$ cat src/rtl/ice_input_conditioner.sv
// ice_input_conditioner
//   Button front end for the 12 MHz board. A shared divider produces a slow
//   enable tick. Each channel then runs through the same chain: an optional
//   inversion, a 2-flop synchroniser, a tick-based debouncer, edge pulses,
//   and a one-shot long-press detector.
//
// Ports
//   clk        single clock; all state changes on its rising edge
//   rst_n      asynchronous active-low reset
//   ena        global enable for the tick divider
//   i_btn      raw asynchronous button pins, N_CH wide
//   o_tick     one-clk strobe every DIV enabled cycles
//   o_level    debounced, active-high button state
//   o_press    one-clk pulse when an accepted 0->1 change appears on o_level
//   o_release  one-clk pulse when an accepted 1->0 change appears on o_level
//   o_long     one-clk pulse after o_level has been high for LONG_TICKS ticks
module ice_input_conditioner #(
    parameter int              N_CH       = 3,
    parameter int              DIV        = 12,
    parameter int              DB_TICKS   = 1000,
    parameter int              LONG_TICKS = 500000,
    parameter logic [N_CH-1:0] INVERT     = {N_CH{1'b0}}
) (
    input  logic            clk,
    input  logic            rst_n,
    input  logic            ena,
    input  logic [N_CH-1:0] i_btn,
    output logic            o_tick,
    output logic [N_CH-1:0] o_level,
    output logic [N_CH-1:0] o_press,
    output logic [N_CH-1:0] o_release,
    output logic [N_CH-1:0] o_long
);

    localparam int               DIV_W   = (DIV > 1) ? $clog2(DIV) : 1;
    localparam logic [DIV_W-1:0] DIV_MAX = DIV_W'(DIV - 1);

    localparam int              DB_W   = (DB_TICKS > 1) ? $clog2(DB_TICKS) : 1;
    localparam logic [DB_W-1:0] DB_MAX = DB_W'(DB_TICKS - 1);

    // The long counter has to hold LONG_TICKS itself, because it saturates there.
    localparam int              LG_W   = $clog2(LONG_TICKS + 1);
    localparam logic [LG_W-1:0] LG_MAX = LG_W'(LONG_TICKS);
    localparam logic [LG_W-1:0] LG_PRE = LG_W'(LONG_TICKS - 1);

    // ---------------- tick divider ----------------
    logic [DIV_W-1:0] div_q, div_d;
    logic             tick;

    // The tick is combinational, so it drops in the same cycle that ena drops.
    // With DIV=1, div_q stays 0 and the tick simply follows ena.
    always_comb begin
        div_d = div_q;
        tick  = ena && (div_q == DIV_MAX);
        if (ena) div_d = tick ? '0 : div_q + DIV_W'(1);
    end

    always_ff @(posedge clk or negedge rst_n) begin
        if (!rst_n) div_q <= '0;
        else        div_q <= div_d;
    end

    assign o_tick = tick;

    // ---------------- per-channel lanes ----------------
    for (genvar g = 0; g < N_CH; g++) begin : g_lane
        logic [1:0]      sync_q, sync_d;
        logic [DB_W-1:0] db_q, db_d;
        logic [LG_W-1:0] lg_q, lg_d;
        logic            level_q, level_d;
        logic            press_q, press_d;
        logic            rel_q, rel_d;
        logic            lp_q, lp_d;

        always_comb begin
            sync_d  = {sync_q[0], i_btn[g] ^ INVERT[g]};
            level_d = level_q;
            db_d    = db_q;
            lg_d    = lg_q;
            press_d = 1'b0;
            rel_d   = 1'b0;
            lp_d    = 1'b0;

            // Debounce: any cycle that agrees with the current level clears
            // the count, so only an unbroken run of differing ticks can flip
            // the level. The edge pulses are registered together with the
            // level, which keeps them aligned with the change on o_level.
            if (sync_q[1] == level_q) begin
                db_d = '0;
            end else if (tick) begin
                if (db_q == DB_MAX) begin
                    level_d = ~level_q;
                    db_d    = '0;
                    press_d = ~level_q;
                    rel_d   = level_q;
                end else begin
                    db_d = db_q + DB_W'(1);
                end
            end

            // Long press: the counter saturates at LONG_TICKS and the pulse
            // fires only on the step that reaches it, so it cannot repeat
            // until a release clears the counter.
            if (!level_q) begin
                lg_d = '0;
            end else if (tick && (lg_q != LG_MAX)) begin
                lg_d = lg_q + LG_W'(1);
                lp_d = (lg_q == LG_PRE);
            end
        end

        always_ff @(posedge clk or negedge rst_n) begin
            if (!rst_n) begin
                sync_q  <= '0;
                db_q    <= '0;
                lg_q    <= '0;
                level_q <= 1'b0;
                press_q <= 1'b0;
                rel_q   <= 1'b0;
                lp_q    <= 1'b0;
            end else begin
                sync_q  <= sync_d;
                db_q    <= db_d;
                lg_q    <= lg_d;
                level_q <= level_d;
                press_q <= press_d;
                rel_q   <= rel_d;
                lp_q    <= lp_d;
            end
        end

        assign o_level[g]   = level_q;
        assign o_press[g]   = press_q;
        assign o_release[g] = rel_q;
        assign o_long[g]    = lp_q;
    end

endmodule

$ cat config.mk
export PLATFORM = sky130hd
export DESIGN_NAME = ice_input_conditioner
export DESIGN_NICKNAME = d
export VERILOG_FILES = /design/src/rtl/ice_input_conditioner.sv
export SDC_FILE = /design/constraint.sdc
export NUM_CORES = 1
export LEC_CHECK = 0
export ABC_AREA = 0
export CAP_MARGIN = 20
export CORE_MARGIN = 2
export CORE_UTILIZATION = 50
export DETAILED_ROUTE_END_ITERATION = 7
export GPL_TIMING_DRIVEN = 0
export PLACE_DENSITY_LB_ADDON = 0.12
export SLEW_MARGIN = 20
export SYNTH_ARGS = -nofsm -noshare
export SYNTH_HDL_FRONTEND = slang
export SYNTH_SLANG_ARGS = --single-unit
$ cat constraint.sdc
create_clock -name clk -period 2.4 [get_ports clk]
set_clock_uncertainty 0.15 [all_clocks]
set_input_delay 0.24 -clock clk [delete_from_list [all_inputs] [get_ports clk]]
set_output_delay 0.24 -clock clk [all_outputs]
set_load 0.02 [all_outputs]
==> impl_metrics.csv, run 1 <==
group,metric,value,unit
worst_setup_path,cp_max_fo,10,
worst_setup_path,critPathRequiredTime,2010,ps
die,std_cell_rows,38,
place,pre_cts_ws,-459.3,ps
die,dieArea,0.01175,sq mm
worst_setup_path,r2r_cells,7,
yosys,syn_inst,558,
yosys,synth-edff-count,0,
worst_hold_path,min_to,"g_lane[1].sync_q[0]$_DFF_PN0_",
drt,remaining_drc_errors,0,
global_routing,grt_max_degree,76,
worst_hold_path,min_from,"i_btn[1]",
drt,drtPass1Iterations,4,
clock_tree,tritoncts,"built",
place,io_buffers,18,
place,placed_cell_area,0.005834,sq mm
worst_setup_path,worstPathArrival,1890,ps
sta,worst_slack,120.1,ps
sta,max_slew.worst_pin.slew,623.4,ps
die,core-area,0.01075,sq mm
worst_setup_path,critPathLaunchType,"flop",
yosys,ys_seq_elements,109,
status,run_status,"completed",
global_routing,grt_first_pass_wirelength,18260,um
sta,slew_violations,0,
worst_setup_path,worstReg2RegEnd,"g_lane[2].db_q[9]$_DFFE_PN0P_",
sta,setup_violations,0,
finish,drive_above_1_share,9.764,%
global_routing,antenna_found_initial,0,
sta,period_minus_slack,2280,ps
clock_tree,cts_sinks,109,
power,cellInternalPower,2448,uW
worst_setup_path,end_kind,"output pin",
power,swShare,25.21,%
clock_tree,cts_max_path_buffers,2,
drt,drt-vias-per-instance,5.567,
sta,finalCritPeriodShare,95.00,%
global_routing,grt-ovfl-total,0,
drt,wl,10590,um
worst_setup_path,ff2ff_setup_slack,200,ps
clock_tree,clk_pin_slew,90,ps
power,power_frac_seq,59.0,%
drt,ant_nets,0,
yosys,synth_ff_type,"dfrtp_1",
yosys,syn_area,0.005450,sq mm
die,die_h,108.4,um
die,die_w,108.4,um
yosys,yosys_warnings,0,
global_routing,track_usage,19.79,%
drt,vias,4086,
clock_tree,insertion_delay,390,ps
finish,final_cell_mix,"dfrtp_1 (109), nor2_1 (70), nand2_1 (45)",
worst_hold_path,hold_class,"in2reg",
die,io_pins,19,
drt,drt_iter0_drc,238,
yosys,syn_area_per_cell,9.767,sq um
sta,hold_slack,138.4,ps
yosys,ys_async_sr_fraction,100.0,%
worst_setup_path,r2r_start,"div_q[1]$_DFFE_PN0P_",
clock_tree,cts_htree_levels,3,
sta,fmax,0.4386,GHz
clock_tree,numCtsBuffers,9,
place,routabilityCongestion,0.8438,
power,total_power,3273,uW
global_routing,first_global_vias,3999,
sta,hold_viol,0,
drt,wl_per_cell,14.43,um
finish,diodes,0,
worst_hold_path,hold_depth,1,
sta,rsz0062_at_grt,"no",
sta,finalSetupTns,0,ps
power,combPwrFrac,9.8,%
power,power.density,538.7,mW/mm^2
sta,max_slew_margin,58.12,%
finish,fin_nets,607,
finish,layout_commonest_cell,"dfrtp_1",
finish,syn_to_final_growth,11.48,%
power,clkPwrFrac,31.1,%
power,p_leak,0.002514,uW
yosys,yosysSeqAreaShare,50.05,%
place,hpwl,7139,um
yosys,yosysUniqueCellTypes,51,
finish,final_area,0.006076,sq mm
flow_run,cap_viol_max_count,0,
power,max-vdd-ir-drop,0.5277,mV
worst_setup_path,worst-setup-path-type,"reg2out",
power,p_switching,825.2,uW
clock_tree,cts-root-buf,"clkbuf_8",
die,start_util,50.72,%
yosys,syn-num-nets,574,
flip-flops by register name, indices dropped and copies added, names as in the netlist:
| signal | cells |
|---|---|
| div_q | 4 |
| g_lane.sync_q | 6 |
| g_lane.lp_q | 3 |
| g_lane.lg_q | 57 |
| g_lane.level_q | 3 |
| g_lane.db_q | 30 |
| g_lane.press_q | 3 |
| g_lane.rel_q | 3 |
worst max path at each step:
stage,slack [ps],endpoint,startpoint,cells after the start
floorplan,530,g_lane[1].lg_q[17]$_DFFE_PN0P_,div_q[0]$_DFFE_PN0P_,6
global placement,-3250,g_lane[1].lg_q[14]$_DFFE_PN0P_,rst_n,1
detailed placement,-460,o_tick,ena,6
CTS,10,o_tick,div_q[1]$_DFFE_PN0P_,6
global route,10,o_tick,div_q[1]$_DFFE_PN0P_,6
finish,120,o_tick,div_q[1]$_DFFE_PN0P_,6
cell usage after synthesis (3+ instances only):
cell,n,area share [%]
ha_1,10,2.3
nand4b_1,3,0.48
or2_2,3,0.34
buf_2,4,0.37
nand3_1,34,3.1
dfrtp_1,109,50
nand2b_1,9,1.0
clkbuf_1,6,0.41
and4_1,3,0.48
buf_4,14,1.9
o211ai_1,3,0.41
xnor2_1,23,3.7
a21oi_1,23,2.1
o21ai_0,22,2.0
a22o_1,4,0.64
nand4_1,16,1.8
a41oi_1,3,0.48
nor4bb_1,3,0.55
inv_1,13,0.90
mux2_2,4,0.83
nor4_1,10,1.1
xor2_1,32,5.1
a31oi_1,12,1.4
nand2_1,45,3.1
nor3_1,18,1.7
or3_1,12,1.4
and3_1,18,2.1
a21o_1,3,0.41
nor2_1,70,4.8
repair_timing:
action	4_1_cts	5_1_grt
buffers inserted	2	0
endpoints found under the setup margin	1	13
hold buffers	1	0
endpoints found under the hold margin	109	0
resized for setup	6	9
cloned	0	0
power by group through the flow:
stage | logic (uW) | registers [uW] | clock network (uW)
CTS | 314 | 1920 | 1070
floorplan | 179 | 1960 | 0
finish | 322 | 1930 | 1020
global placement | 269 | 1960 | 0
detailed placement | 284 | 1970 | 0
global route | 363 | 1940 | 1130
layout make-up:
class	instances	area, sq um
multi-input combinational	408	2539
clock buffer	13	158.9
clock inverter	1	7.507
tap	140	175.2
buffer	25	170.2
sequential	109	2728
fill	981	4669
timing repair buffer	22	235.2
inverter	16	62.56
metal layers:
| metal | vias to the layer above | GRT usage, % | part of all wire (%) |
|---|---|---|---|
| met4 | 0 | 7.051 | 1.3 |
| met3 | 14 | 5.907 | 3.7 |
| met2 | 52 | 32.46 | 48 |
| met5 | - | 0 | 0 |
| met1 | 1993 | 24.85 | 47 |
| li1 | 2027 | - | - |
per-stage QoR:
| stage | std cells | utilization, % |
|---|---|---|
| after floorplan | 558 | - |
| after global placement | 716 | 54.03 |
| after detailed placement | 717 | 54.30 |
| after CTS | 734 | 56.17 |
| after global routing | 734 | 56.54 |
| final | 734 | 56.54 |
worst max-delay path, stage by stage, from the launching register on:
cell and delay, ps:
dfrtp_1 420, ha_4 180, nand4b_4 170, inv_4 120, buf_8 160, buf_6 180, clkdlybuf4s15_2 270
cells by family after synthesis:
family                     Yosys count  synth area share [%]
and+or+nand+nor                    260                 25.11
DFF                                109                 50.05
AOI/OAI and AO/OA                   77                 8.494
xor gates and xnor gates            55                 8.838
buffers and inverters               41                 4.017
adders and majority gates           10                 2.296
muxes                                6                 1.194
Note: power is estimated with default switching activity, not from simulation.
==> run 2, diff against run 1 <==
Settings changed: ABC_CLOCK_PERIOD_IN_PS set to 2400, CAP_MARGIN 20 to unset, SLEW_MARGIN 20 to 10.
==> results of run 2 <==
The final DEF is identical to that of run 1; final timing and power are the same.
